$ cat config.mk
export PLATFORM = sky130hd
export DESIGN_NAME = exu_mdu
export DESIGN_NICKNAME = d
export VERILOG_FILES = /design/src/rtl/exu_mdu.sv
export SDC_FILE = /design/constraint.sdc
export NUM_CORES = 1
export LEC_CHECK = 0
export ABC_CLOCK_PERIOD_IN_PS = 7700
export CAP_MARGIN = 20
export CORE_MARGIN = 5
export CORE_UTILIZATION = 30
export CTS_CLUSTER_DIAMETER = 100
export CTS_CLUSTER_SIZE = 10
export DETAILED_ROUTE_END_ITERATION = 10
export DONT_BUFFER_PORTS = 1
export MAX_ROUTING_LAYER = met4
export PLACE_DENSITY_LB_ADDON = 0.15
export SLEW_MARGIN = 20
export SYNTH_ARGS = -nofsm -noshare
export SYNTH_HDL_FRONTEND = slang
export SYNTH_SLANG_ARGS = --single-unit
export TNS_END_PERCENT = 50
$ cat constraint.sdc
create_clock -name clk_i -period 7.7 [get_ports clk_i]
set_input_delay 2.31 -clock clk_i [delete_from_list [all_inputs] [get_ports clk_i]]
set_output_delay 2.31 -clock clk_i [all_outputs]
set_load 0.05 [all_outputs]
$ cat src/rtl/exu_mdu.sv
// Iterative RV32M multiply/divide unit: one shift-add or restoring-divide step per cycle.
// Optional build macro MDU_FAST_MUL_EN: single-cycle multiplies, division stays iterative.
module exu_mdu #(
  parameter int unsigned WIDTH = 32
) (
  input  logic             clk_i,
  input  logic             rst_i,
  input  logic             flush_i,
  input  logic             in_valid_i,
  output logic             in_ready_o,
  input  logic [2:0]       func_i,
  input  logic [WIDTH-1:0] src1_i,
  input  logic [WIDTH-1:0] src2_i,
  output logic             out_valid_o,
  input  logic             out_ready_i,
  output logic [WIDTH-1:0] result_o,
  output logic             busy_o
);

  localparam int unsigned CntW = $clog2(WIDTH);

  typedef enum logic [1:0] {StIdle, StCalc, StDone} state_e;

  state_e                 state_q, state_d;
  logic [2:0]             func_q, func_d;
  logic [WIDTH-1:0]       a_q, a_d;
  logic [WIDTH-1:0]       b_q, b_d;
  logic                   neg_q, neg_d;
  logic                   rem_neg_q, rem_neg_d;
  logic [CntW-1:0]        cnt_q, cnt_d;
  logic [2*WIDTH-1:0]     acc_q, acc_d;
  logic [WIDTH-1:0]       result_q, result_d;
  logic                   out_valid_q, out_valid_d;

  logic                   sign1_en, sign2_en, s1_neg, s2_neg;
  logic [WIDTH-1:0]       a_mag, b_mag;
  logic                   div_zero, div_ovf;
  logic [WIDTH-1:0]       special_res;
  logic [WIDTH:0]         mul_sum;
  logic [2*WIDTH-1:0]     mul_next;
  logic [WIDTH:0]         div_sh, div_diff;
  logic                   q_ok;
  logic [2*WIDTH-1:0]     div_next, step_next, prod;
  logic [WIDTH-1:0]       quo, rem, calc_res;

  function automatic logic [WIDTH-1:0] mul_pick(input logic [2:0] f,
                                                input logic [2*WIDTH-1:0] p);
    mul_pick = (f == 3'd0) ? p[WIDTH-1:0] : p[2*WIDTH-1:WIDTH];
  endfunction

  // Operand decode at accept: MUL/MULH/MULHSU/DIV/REM sign src1; MUL/MULH/DIV/REM sign src2.
  always_comb begin
    sign1_en    = (func_i == 3'd0) || (func_i == 3'd1) || (func_i == 3'd2) ||
                  (func_i == 3'd4) || (func_i == 3'd6);
    sign2_en    = (func_i == 3'd0) || (func_i == 3'd1) || (func_i == 3'd4) || (func_i == 3'd6);
    s1_neg      = sign1_en && src1_i[WIDTH-1];
    s2_neg      = sign2_en && src2_i[WIDTH-1];
    a_mag       = s1_neg ? (~src1_i + 1'b1) : src1_i;
    b_mag       = s2_neg ? (~src2_i + 1'b1) : src2_i;
    div_zero    = func_i[2] && (src2_i == '0);
    div_ovf     = func_i[2] && !func_i[0] && (src2_i == '1) &&
                  (src1_i == {1'b1, {(WIDTH-1){1'b0}}});
    special_res = '0;
    if (div_zero) special_res = func_i[1] ? src1_i : '1;
    else if (div_ovf) special_res = func_i[1] ? '0 : src1_i;
  end

  // One iteration step from the registered accumulator.
  always_comb begin
    mul_sum   = {1'b0, acc_q[2*WIDTH-1:WIDTH]} + {1'b0, (acc_q[0] ? a_q : '0)};
    mul_next  = {mul_sum, acc_q[WIDTH-1:1]};
    div_sh    = acc_q[2*WIDTH-1:WIDTH-1];
    div_diff  = div_sh - {1'b0, b_q};
    q_ok      = !div_diff[WIDTH];
    div_next  = {(q_ok ? div_diff[WIDTH-1:0] : div_sh[WIDTH-1:0]), acc_q[WIDTH-2:0], q_ok};
    step_next = func_q[2] ? div_next : mul_next;
    prod      = neg_q ? (~step_next + 1'b1) : step_next;
    quo       = step_next[WIDTH-1:0];
    rem       = step_next[2*WIDTH-1:WIDTH];
    case (func_q)
      3'd4:    calc_res = neg_q ? (~quo + 1'b1) : quo;
      3'd5:    calc_res = quo;
      3'd6:    calc_res = rem_neg_q ? (~rem + 1'b1) : rem;
      3'd7:    calc_res = rem;
      default: calc_res = mul_pick(func_q, prod);
    endcase
  end

`ifdef MDU_FAST_MUL_EN
  logic [2*WIDTH-1:0] fast_mag, fast_prod;
  always_comb begin
    fast_mag  = {{WIDTH{1'b0}}, a_mag} * {{WIDTH{1'b0}}, b_mag};
    fast_prod = (s1_neg ^ s2_neg) ? (~fast_mag + 1'b1) : fast_mag;
  end
`endif

  always_comb begin
    state_d   = state_q;
    func_d    = func_q;
    a_d       = a_q;
    b_d       = b_q;
    neg_d     = neg_q;
    rem_neg_d = rem_neg_q;
    cnt_d     = cnt_q;
    acc_d     = acc_q;
    result_d  = result_q;
    if (flush_i) begin
      state_d = StIdle;
    end else begin
      unique case (state_q)
        StIdle: begin
          if (in_valid_i) begin
            func_d    = func_i;
            a_d       = a_mag;
            b_d       = b_mag;
            neg_d     = s1_neg ^ s2_neg;
            rem_neg_d = s1_neg;
            cnt_d     = CntW'(WIDTH - 1);
            // Divide seeds the dividend; multiply seeds the multiplier in the low half.
            acc_d     = {{WIDTH{1'b0}}, (func_i[2] ? a_mag : b_mag)};
            if (div_zero || div_ovf) begin
              result_d = special_res;
              state_d  = StDone;
`ifdef MDU_FAST_MUL_EN
            end else if (!func_i[2]) begin
              result_d = mul_pick(func_i, fast_prod);
              state_d  = StDone;
`endif
            end else begin
              state_d = StCalc;
            end
          end
        end
        StCalc: begin
          acc_d = step_next;
          if (cnt_q == '0) begin
            result_d = calc_res;
            state_d  = StDone;
          end else begin
            cnt_d = cnt_q - 1'b1;
          end
        end
        StDone: begin
          if (out_ready_i) state_d = StIdle;
        end
        default: state_d = StIdle;
      endcase
    end
    out_valid_d = (state_d == StDone);
  end

  always_ff @(posedge clk_i or posedge rst_i) begin
    if (rst_i) begin
      state_q     <= StIdle;
      func_q      <= '0;
      a_q         <= '0;
      b_q         <= '0;
      neg_q       <= 1'b0;
      rem_neg_q   <= 1'b0;
      cnt_q       <= '0;
      acc_q       <= '0;
      result_q    <= '0;
      out_valid_q <= 1'b0;
    end else begin
      state_q     <= state_d;
      func_q      <= func_d;
      a_q         <= a_d;
      b_q         <= b_d;
      neg_q       <= neg_d;
      rem_neg_q   <= rem_neg_d;
      cnt_q       <= cnt_d;
      acc_q       <= acc_d;
      result_q    <= result_d;
      out_valid_q <= out_valid_d;
    end
  end

  assign in_ready_o  = (state_q == StIdle);
  assign busy_o      = (state_q != StIdle);
  assign out_valid_o = out_valid_q;
  assign result_o    = result_q;

endmodule

* Word-level counts from Yosys, hierarchy flattened
Cells that the tools add are included.
Word-level totals: bits in registers 173, bits in latches 0, RAM bits 0, memory bits (read-only) 0, output and inout port bits 35, word-level logic and storage cells 98, memories 0
Cells by class: $add $sub $neg 8, multipliers 0, div/mod/pow operators 0, $lt $le $gt $ge 0, equal/unequal tests 17, shift-type cells 0, mux-type cells 30, bitwise logic cells 7, reduce and logical (&&, ||, !) cells 26
Operators with widths (number):
- two-way mux 32 bit | 15
- two-way mux 64 bit | 3
- adder 32 x 1 -> 32 bit (second input constant) | 4
- inverter 32 bit | 4
- case mux 32 bit (4 select lines) | 1
- case mux 64 bit (2 select lines) | 1
- adder 64 x 1 -> 64 bit (second input constant) | 1
- equality test 32 bit (second input constant) | 2
- inverter 64 bit | 1
- case mux 32 bit (2 select lines) | 1
- adder 32 x 32 -> 33 bit | 1
- subtractor 33 x 32 -> 33 bit | 1
- zero test 32 bit | 1
- equality test 3 bit (second input constant) | 6
- two-way mux 2 bit | 5
- two-way mux 5 bit | 2
- case mux 5 bit (2 select lines) | 1
- logical OR 1 bit | 7
- logical AND 1 bit | 6
- zero test 3 bit | 2
- != test 2 bit (second input constant) | 3
- case mux 2 bit (3 select lines) | 1
- AND reduction 3 bit | 2
- zero test 5 bit | 1
- 13 further kinds | 16

* Longest topological paths before layout
Gate-level depths: netlist (run 1).
depth after elaboration 10, mapped depth 27, gate-level depth less buffers 23

* Worst setup path before layout (run 1)
OpenSTA, ideal clock, no wires.
kind reg-to-reg, start register acc_q[50], end register result_q[28], in the netlist result_o[28], library setup time 133 ps, arrival 5083 ps, slack 2484 ps, stages on the path, launching flop included 23, cells stage by stage dfrtp_1 ha_1 buf_6 a21o_1 a31o_1 a211oi_2 o21ai_2 nor3_4 clkbuf_1 o31ai_1 inv_1 ha_1 o21ai_0 nor2_1 o2111ai_1 or3_4 or3_1 clkbuf_1 or2_1 o41ai_1 xor2_1 a221oi_1 o21ai_1
On the way: cells in the longest elaborated chain, start to end 10, elaborated cells on any way between the ends 18, classes of those cells add/sub (5); mux (9); bitwise (3); reduce/logical (1)
RTL lines:
- start, declared | line 31 | logic [2*WIDTH-1:0] acc_q, acc_d;
- start signal, assigned | line 161 | acc_q <= '0;
- start signal, assigned | line 172 | acc_q <= acc_d;
- subtractor 33 x 32 -> 33 bit | line 73 | div_diff = div_sh - {1'b0, b_q};
- two-way mux 32 bit or zero test 1 bit (tied branches) | line 75, 74
- two-way mux 64 bit * | line 76 | step_next = func_q[2] ? div_next : mul_next;
- inverter 64 bit | line 77 | prod = neg_q ? (~step_next + 1'b1) : step_next;
- adder 64 x 1 -> 64 bit | line 77
- two-way mux 64 bit | line 77
- two-way mux 32 bit | line 48 | mul_pick = (f == 3'd0) ? p[WIDTH-1:0] : p[2*WIDTH-1:WIDTH];
- case mux 32 bit (4 select lines) * | line 80 | case (func_q)
- two-way mux 32 bit * | line 136 | if (cnt_q == '0) begin
- case mux 32 bit (2 select lines) * | line 110 | unique case (state_q)
- end signal, assigned | line 173 | result_q <= result_d;
- end, declared | line 32 | logic [WIDTH-1:0] result_q, result_d;
Mark *: on every way between the ends. The rest lies on a longest branch, timed or not. The select of a mux whose other input is x is not followed. A chain may end at the register's enable or synchronous reset.

* Worst setup path in the final report (run 1)
start register acc_q[48], end register result_q[28], in the netlist result_o[28]
Same word-level chain as after synthesis.

==> results of run 1 <==
## metrics by stage
step / util, % / instances / worst slack [ns] / total power, mW
after CTS: 32.6 / 3020 / 1.50 / 6.88
after detailed placement: 31.6 / 2988 / 1.40 / 5.90
final: 32.7 / 3021 / 1.36 / 6.95
after global routing: 32.6 / 3020 / 1.12 / 7.29
after global placement: 31.6 / 2988 / 0.998 / 5.90
after floorplan: - / 2320 / 0.702 / 4.31
## cell type report
class | count | share of cell area, %
Clock buffer | 17 | 2.26
Timing Repair Buffer | 44 | 1.75
Sequential cell | 173 | 23.0
Clock inverter | 15 | 0.923
Multi-Input combinational cell | 1926 | 65.3
Tap cell | 765 | 5.08
Antenna cell | 1 | 0.0133
Inverter | 80 | 1.63
## tightest hold or removal path, cell delays in order, from the launching register on
cell and delay, ns:
dfrtp_1 0.35, nand2_1 0.05, o21ai_0 0.06
## state kept, by name (all words and copies together), names as in the netlist
name / flops
state_q: 2
func_q: 3
result_o: 32
cnt_q: 5
out_valid_o: 1
a_q: 32
neg_q: 1
rem_neg_q: 1
acc_q: 64
b_q: 32
## Yosys cell counts (10+ instances only)
cell / count
nand2_1: 312
buf_2: 15
nor3_1: 59
mux2i_1: 84
o41ai_1: 10
clkbuf_1: 108
and2_1: 49
mux2_2: 10
o211ai_1: 25
a211oi_1: 25
ha_1: 70
o22ai_1: 11
a31oi_1: 25
xor2_1: 74
and3_1: 11
a221oi_1: 19
o21ai_0: 278
a21oi_1: 177
o21a_1: 21
nor2_1: 176
or4_1: 11
buf_1: 10
o31ai_1: 27
xnor2_1: 94
or2_2: 11
a21o_1: 32
nand4_1: 34
o221ai_1: 16
inv_1: 80
a22o_1: 12
dfrtp_1: 173
nand2b_1: 20
nor4_1: 14
or3_1: 23
nand3_1: 28
## layer usage
layer	vias up	wire length [um]
met4	0	4400
li1	8326	-
met5	-	0
met1	9184	39200
met2	869	40700
met3	145	6940
## cell usage in the layout (no fill, tap or decap), types with 12 or more instances in the layout
| cell type | Yosys | routed |
|---|---|---|
| mux2i_1 | 84 | 84 |
| nor3_1 | 59 | 58 |
| nor4_1 | 14 | 13 |
| inv_1 | 80 | 79 |
| a21oi_1 | 177 | 177 |
| nand4_1 | 34 | 34 |
| clkbuf_16 | 0 | 17 |
| or3_1 | 23 | 23 |
| dfrtp_1 | 173 | 171 |
| nor2_1 | 176 | 171 |
| a31oi_1 | 25 | 25 |
| buf_4 | 3 | 44 |
| a221oi_1 | 19 | 19 |
| nand3_1 | 28 | 28 |
| o31ai_1 | 27 | 27 |
| o21ai_0 | 278 | 277 |
| and2_1 | 49 | 48 |
| ha_1 | 70 | 70 |
| a211oi_1 | 25 | 25 |
| a21o_1 | 32 | 32 |
| xor2_1 | 74 | 74 |
| a22o_1 | 12 | 12 |
| o21a_1 | 21 | 21 |
| o221ai_1 | 16 | 16 |
| nand2b_1 | 20 | 20 |
| o211ai_1 | 25 | 25 |
| xnor2_1 | 94 | 94 |
| nand2_1 | 312 | 311 |
## power by group through the flow
stage | sequential, mW | combinational [mW] | clock [mW]
final | 1.66 | 4.34 | 0.949
after global routing | 1.69 | 4.60 | 1.00
after CTS | 1.65 | 4.25 | 0.971
after detailed placement | 1.67 | 4.23 | 0
after global placement | 1.67 | 4.23 | 0
after floorplan | 1.48 | 2.83 | 0
## worst paths after layout
path                                             from                       end  slack [ns]  cells after the start
worst max-delay path            acc_q[48]$_DFFE_PP0P_  result_o[28]$_DFFE_PP0P_        1.36                     20
worst min-delay path              b_q[21]$_DFFE_PP0P_       b_q[21]$_DFFE_PP0P_        0.48                      2
worst max register to register  acc_q[48]$_DFFE_PP0P_  result_o[28]$_DFFE_PP0P_        1.36                     20
worst min register to register    b_q[21]$_DFFE_PP0P_       b_q[21]$_DFFE_PP0P_        0.48                      2
max in group asynchronous                       rst_i     func_q[2]$_DFFE_PP0P_        4.56                      2
min in group asynchronous                       rst_i      cnt_q[0]$_DFFE_PP0P_        1.69                      1
## kinds of logic (layout without fill, tap and decap cells)
group	Yosys count	in the layout
mux	96	96
fa+ha+maj	72	72
compound gates	798	798
flops	173	173
xor+xnor	168	168
buf+inv	221	156
simple gates	792	792
other cells	0	1
==> metrics.txt, run 1 <==
outcome finished, final reports clean; Compound-Gate Fraction of Synth Area 29.3%; Worst-path clk slew 0.08 ns; Multi-input gate area roughly 0.012 mm^2; Cell Area, Synth about 0.017 mm^2; gr ovfl total 0; Worst-Margin Slew 1.23 ns; Die H approximately 250 um; root buffer cell clkbuf_16; sequential share of power between 20% and 30%; Pint ~3.0 mW; Slew HR 15.7%; Max VDD drop around 0.17 mV; initial antenna violation count 1; cts repair resizes 0; largest family of logic cells by synthesized area compound AO/OA/AOI/OAI gates; main area contributors after synthesis dfrtp_1 (25%), o21ai_0 (8.0%), nand2_1 (6.7%); register area 0.00433 mm^2; Placed Area 0.0182 mm^2; dpl hpwl 71.0 mm; final cycle utilization of the critical path between 80% and 90%; TNS Setup 0 ns; net switching power roughly 4 mW; Core Area a little under 0.06 mm^2; CP Class register to register; Setup Buffers After CTS 0; CP Buf/Inv Count 2; Hold Vio Cnt, Final 0; Post-Syn Nets 2464; # IOs about 110; vias in the first global route approximately 17k; CP max-delay cell or3_1; Mapped Cells approximately 2.3k; design area 0.0188 mm^2; Most used DFF post-synth dfrtp_1; Num CTS Buffers 17; pin count of the biggest net entering global routing 79; Hold Crit Class register to register; RSZ-0062 raised after global routing no; #FFs+latches synth 173; LEAKAGE 7.57 nW; H-tree depth 4; CTS tree built; Routed Antenna Nets 0; CP dominant cell by count ha_1; nets 2386; number of synthesized flops with an enable pin 0; minimum clock period 6.34 ns; clk buf depth 2; 1st-pass router iterations 7; grt peak-use layer met2; Crit Path Max Fanout 11; Post-Synth Simple-Gate Area a little over a fifth; Initial Util 30.3%; Total GRT Usage between 20 and 30%; P per Cell Area approximately 370 mW/mm^2; Final Max Slew Viols 0; crit start category register; M1 GR Usage a little under two fifths; met3 usage under 10%; Die Wd around 250 um; asr flop ratio synth 100%; first-pass GRT wire length about 130 mm; # DRC 0; clock sink count 173; synth unique cells 102; Synth Area in Adders under 10%; DIE AREA 0.0631 mm^2; combinational power share between 60% and 70%; WL per Instance between 30 and 40 um; Crit path max-delay family compound AO/OA/AOI/OAI gates; Post-Synth XOR/XNOR Area between 8 and 9%; Slowest Stage Delay on Critical Path between 0.6 and 0.7 ns; fillers 6234; fmax 158 MHz; Clock Skews 0.0189 ns; final setup fails 0; sequential element share of the synthesized area approximately a quarter; Post-CTS Hold Buffers 0; Syn Area/Cell around 7.5 um^2; row count 88; clock share of power 13.7%; share of layout cells above drive strength 1 under 10%; Worst EP arrival roughly 6.7 ns; Vias 18.5k; number of port buffers 0; GPL Wtd Cong 1.00; mux contribution to synthesized area about 5.6%; M2 GR Usage between 40% and 50%; Hold Slack roughly 0.48 ns; area leader, netlist dfrtp_1; drt initial violations 2162; final WL between 90 and 100 mm; Synth top area share 24.8%; number of max-cap violations 0; area grow syn2layout 7.90%; vias per cell around 6.1; crit-path cells ha_1 > a21o_1 > a31o_1 > a211oi_2 > o21ai_2 > nor3_4 > o31ai_1 > buf_4 > inv_1 > ha_1 > o21ai_0 > nor2_1 > o2111ai_1 > or3_4 > or3_1 > or2_1 > o41ai_1 > xor2_1 > a221oi_1 > o21ai_1; sw frac 57.3%; Worst EP required 8.08 ns; Clock Latency Late Sink 0.52 ns; CP endpoint kind register; YS warnings 0
Power figures use the tool's default switching activity.
==> run 2, diff against run 1 <==
ABC_CLOCK_PERIOD_IN_PS = 5700   (was 7700)
clock period = 5.7 ns   (was 7.7 ns; I/O delays follow)
==> run 2 against run 1 <==
Against the previous run:
- via count rose by 1.5%
- register-to-register slack got worse by 1.1 ns
- clock power rose by 35%
- cell area rose by 4.6%
- global-route usage rose by 1.3 points
- wire length rose by 5.1%
==> metrics.txt, run 2 (same netlist as run 1, synthesis figures left out) <==
Initial Util 30.3% (unchanged); DIE AREA 0.0631 mm^2 (unchanged); Top reg by flops acc_q; clock sink count 173 (unchanged); Clock Latency Late Sink 0.51 ns (about the same); Total GRT Usage 30.3% (+1.3 points); dpl hpwl 76.0 mm (+7.0%); TNS Setup 0 ns (unchanged); Final Power 9.80 mW (+41%); Die Wd 251 um (unchanged); 1st-pass router iterations 6 (-1); Worst-Margin Slew 1.11 ns (-0.124 ns); # IOs 107 (unchanged); number of port buffers 0 (unchanged); vias in the first global route 17.9k (+2.4%); Largest register FFs 64 (unchanged); Clock Skews 0.0176 ns (-0.00125 ns); most common cell after layout, fill and taps aside nand2_1; pin count of the biggest net entering global routing 106 (+34%); Post-CTS Hold Buffers 0 (unchanged); final setup fails 0 (unchanged); Core Area 0.0577 mm^2 (unchanged); Routed Antenna Nets 0 (unchanged); Final Util 34.1% (+1.5 points); final cycle utilization of the critical path 96.2% (+14 points); first-pass GRT wire length 136 mm (+4.0%); # DRC 0 (unchanged); gr ovfl total 0 (unchanged); Die H 251 um (unchanged); minimum clock period 5.48 ns (-0.855 ns); CP Buf/Inv Count 6 (+4); Placed Area 0.0191 mm^2 (+4.5%); Worst-path clk slew 0.08 ns (about the same); WL per Instance 30.7 um (+1.5%); CP endpoint kind register; Crit path max-delay family compound AO/OA/AOI/OAI gates; Slew HR 24.2% (+8.5 points); most frequent cells in the layout nand2_1 (311), o21ai_0 (277), a21oi_1 (177); Vias 18.8k (+1.5%); root buffer cell clkbuf_16; Hold Vio Cnt, Final 0 (unchanged); clk buf depth 2 (unchanged); fmax 182 MHz (+16%); Final Max Slew Viols 0 (unchanged); GPL Wtd Cong 1.02 (+1.4%); CP Class register to register; Max VDD drop 0.301 mV (+77%); final WL 95.9 mm (+5.1%); initial antenna violation count 4 (+3); outcome finished, final reports clean; crit start category register; share of layout cells above drive strength 1 11.0% (+4.2 points); Worst EP required 6.09 ns (-1.99 ns); number of max-cap violations 0 (unchanged); Worst EP arrival 5.87 ns (-0.85 ns); CP dominant cell by count buf_4; vias per cell 6.01 (-2.0%); design area 0.0197 mm^2 (+4.6%); H-tree depth 4 (unchanged); drt initial violations 1956 (-9.5%); LEAKAGE 8.09 nW (+6.9%); Num CTS Buffers 17 (unchanged); row count 88 (unchanged); CP max-delay cell a2111oi_1; P per Cell Area 497 mW/mm^2 (+35%); crit-path cells inv_1 > ha_1 > inv_1 > fa_1 > a211oi_2 > o211ai_2 > and3_1 > o21ai_2 > a21oi_1 > buf_4 > nor2_2 > buf_4 > o221ai_1 > a2111oi_4 > nand3_1 > buf_4 > o21ai_0 > xor2_1 > a2111oi_1 > buf_4 > o21ai_0; nets 2493 (+4.5%); CTS tree built; Slowest Stage Delay on Critical Path 0.57 ns (-0.05 ns); Crit Path Max Fanout 19 (+8); Hold Crit Class register to register; area grow syn2layout 12.8%; Hold Slack 0.478 ns (-0.00223 ns); fillers 6258 (+0.38%)
[run 2: cell type report]
| cell class | count | area [um^2] | share of cell area, % |
|---|---|---|---|
| Inverter | 80 | 304 | 1.54 |
| Sequential cell | 173 | 4330 | 22.0 |
| Multi-Input combinational cell | 1926 | 12300 | 62.6 |
| Antenna cell | 1 | 2.50 | 0.0127 |
| Clock buffer | 18 | 429 | 2.18 |
| Tap cell | 765 | 957 | 4.86 |
| Clock inverter | 14 | 153 | 0.775 |
| Timing Repair Buffer | 151 | 1200 | 6.07 |
[run 2: worst min-delay path, delay by kind of cell, from the launching register on]
kind	cells	cell delay, ns
AO/OA/AOI/OAI	1	0.06
flip-flops	1	0.34
AND/OR/NAND/NOR	1	0.04
[run 2: metal layers]
layer | global-route usage (%) | routed length (um) | up-vias
met1 | 39.7 | 41400 | 9205
li1 | - | - | 8544
met3 | 5.75 | 7310 | 160
met4 | 13.3 | 5100 | 0
met2 | 45.7 | 42100 | 887
met5 | - | 0 | -
[run 2: power by group]
part	total (mW)	internal (mW)	switching, mW
Combinational	6.32	2.17	4.14
Clock	1.28	0.618	0.660
Sequential	2.20	1.52	0.679
Total	9.80	4.31	5.48
[run 2: final timing paths]
| check | start | endpoint | slack, ns | cells after the start |
|---|---|---|---|---|
| min in group asynchronous | rst_i | cnt_q[1]$_DFFE_PP0P_ | 1.15 | 1 |
| hold / removal | a_q[20]$_DFFE_PP0P_ | a_q[20]$_DFFE_PP0P_ | 0.48 | 2 |
| setup reg to reg | acc_q[31]$_DFFE_PP0P_ | result_o[17]$_DFFE_PP0P_ | 0.22 | 21 |
| max in group asynchronous | rst_i | acc_q[51]$_DFFE_PP0P_ | 3.43 | 2 |
| hold reg to reg | a_q[20]$_DFFE_PP0P_ | a_q[20]$_DFFE_PP0P_ | 0.48 | 2 |
| setup / recovery | acc_q[31]$_DFFE_PP0P_ | result_o[17]$_DFFE_PP0P_ | 0.22 | 21 |
[run 2: through the flow]
stage | instances | worst slack [ns]
after floorplan | 2320 | 0.484
after global placement | 3092 | 0.134
after detailed placement | 3092 | 0.106
after CTS | 3124 | 0.0519
after global routing | 3127 | -0.0168
final | 3128 | 0.217
[run 2: repair_timing]
item / 4_1_cts / 5_1_grt
endpoints found under the setup margin: 0 / 5
endpoints found under the hold margin: 0 / 0
gates resized for setup: 0 / 7
setup buffers: 0 / 3
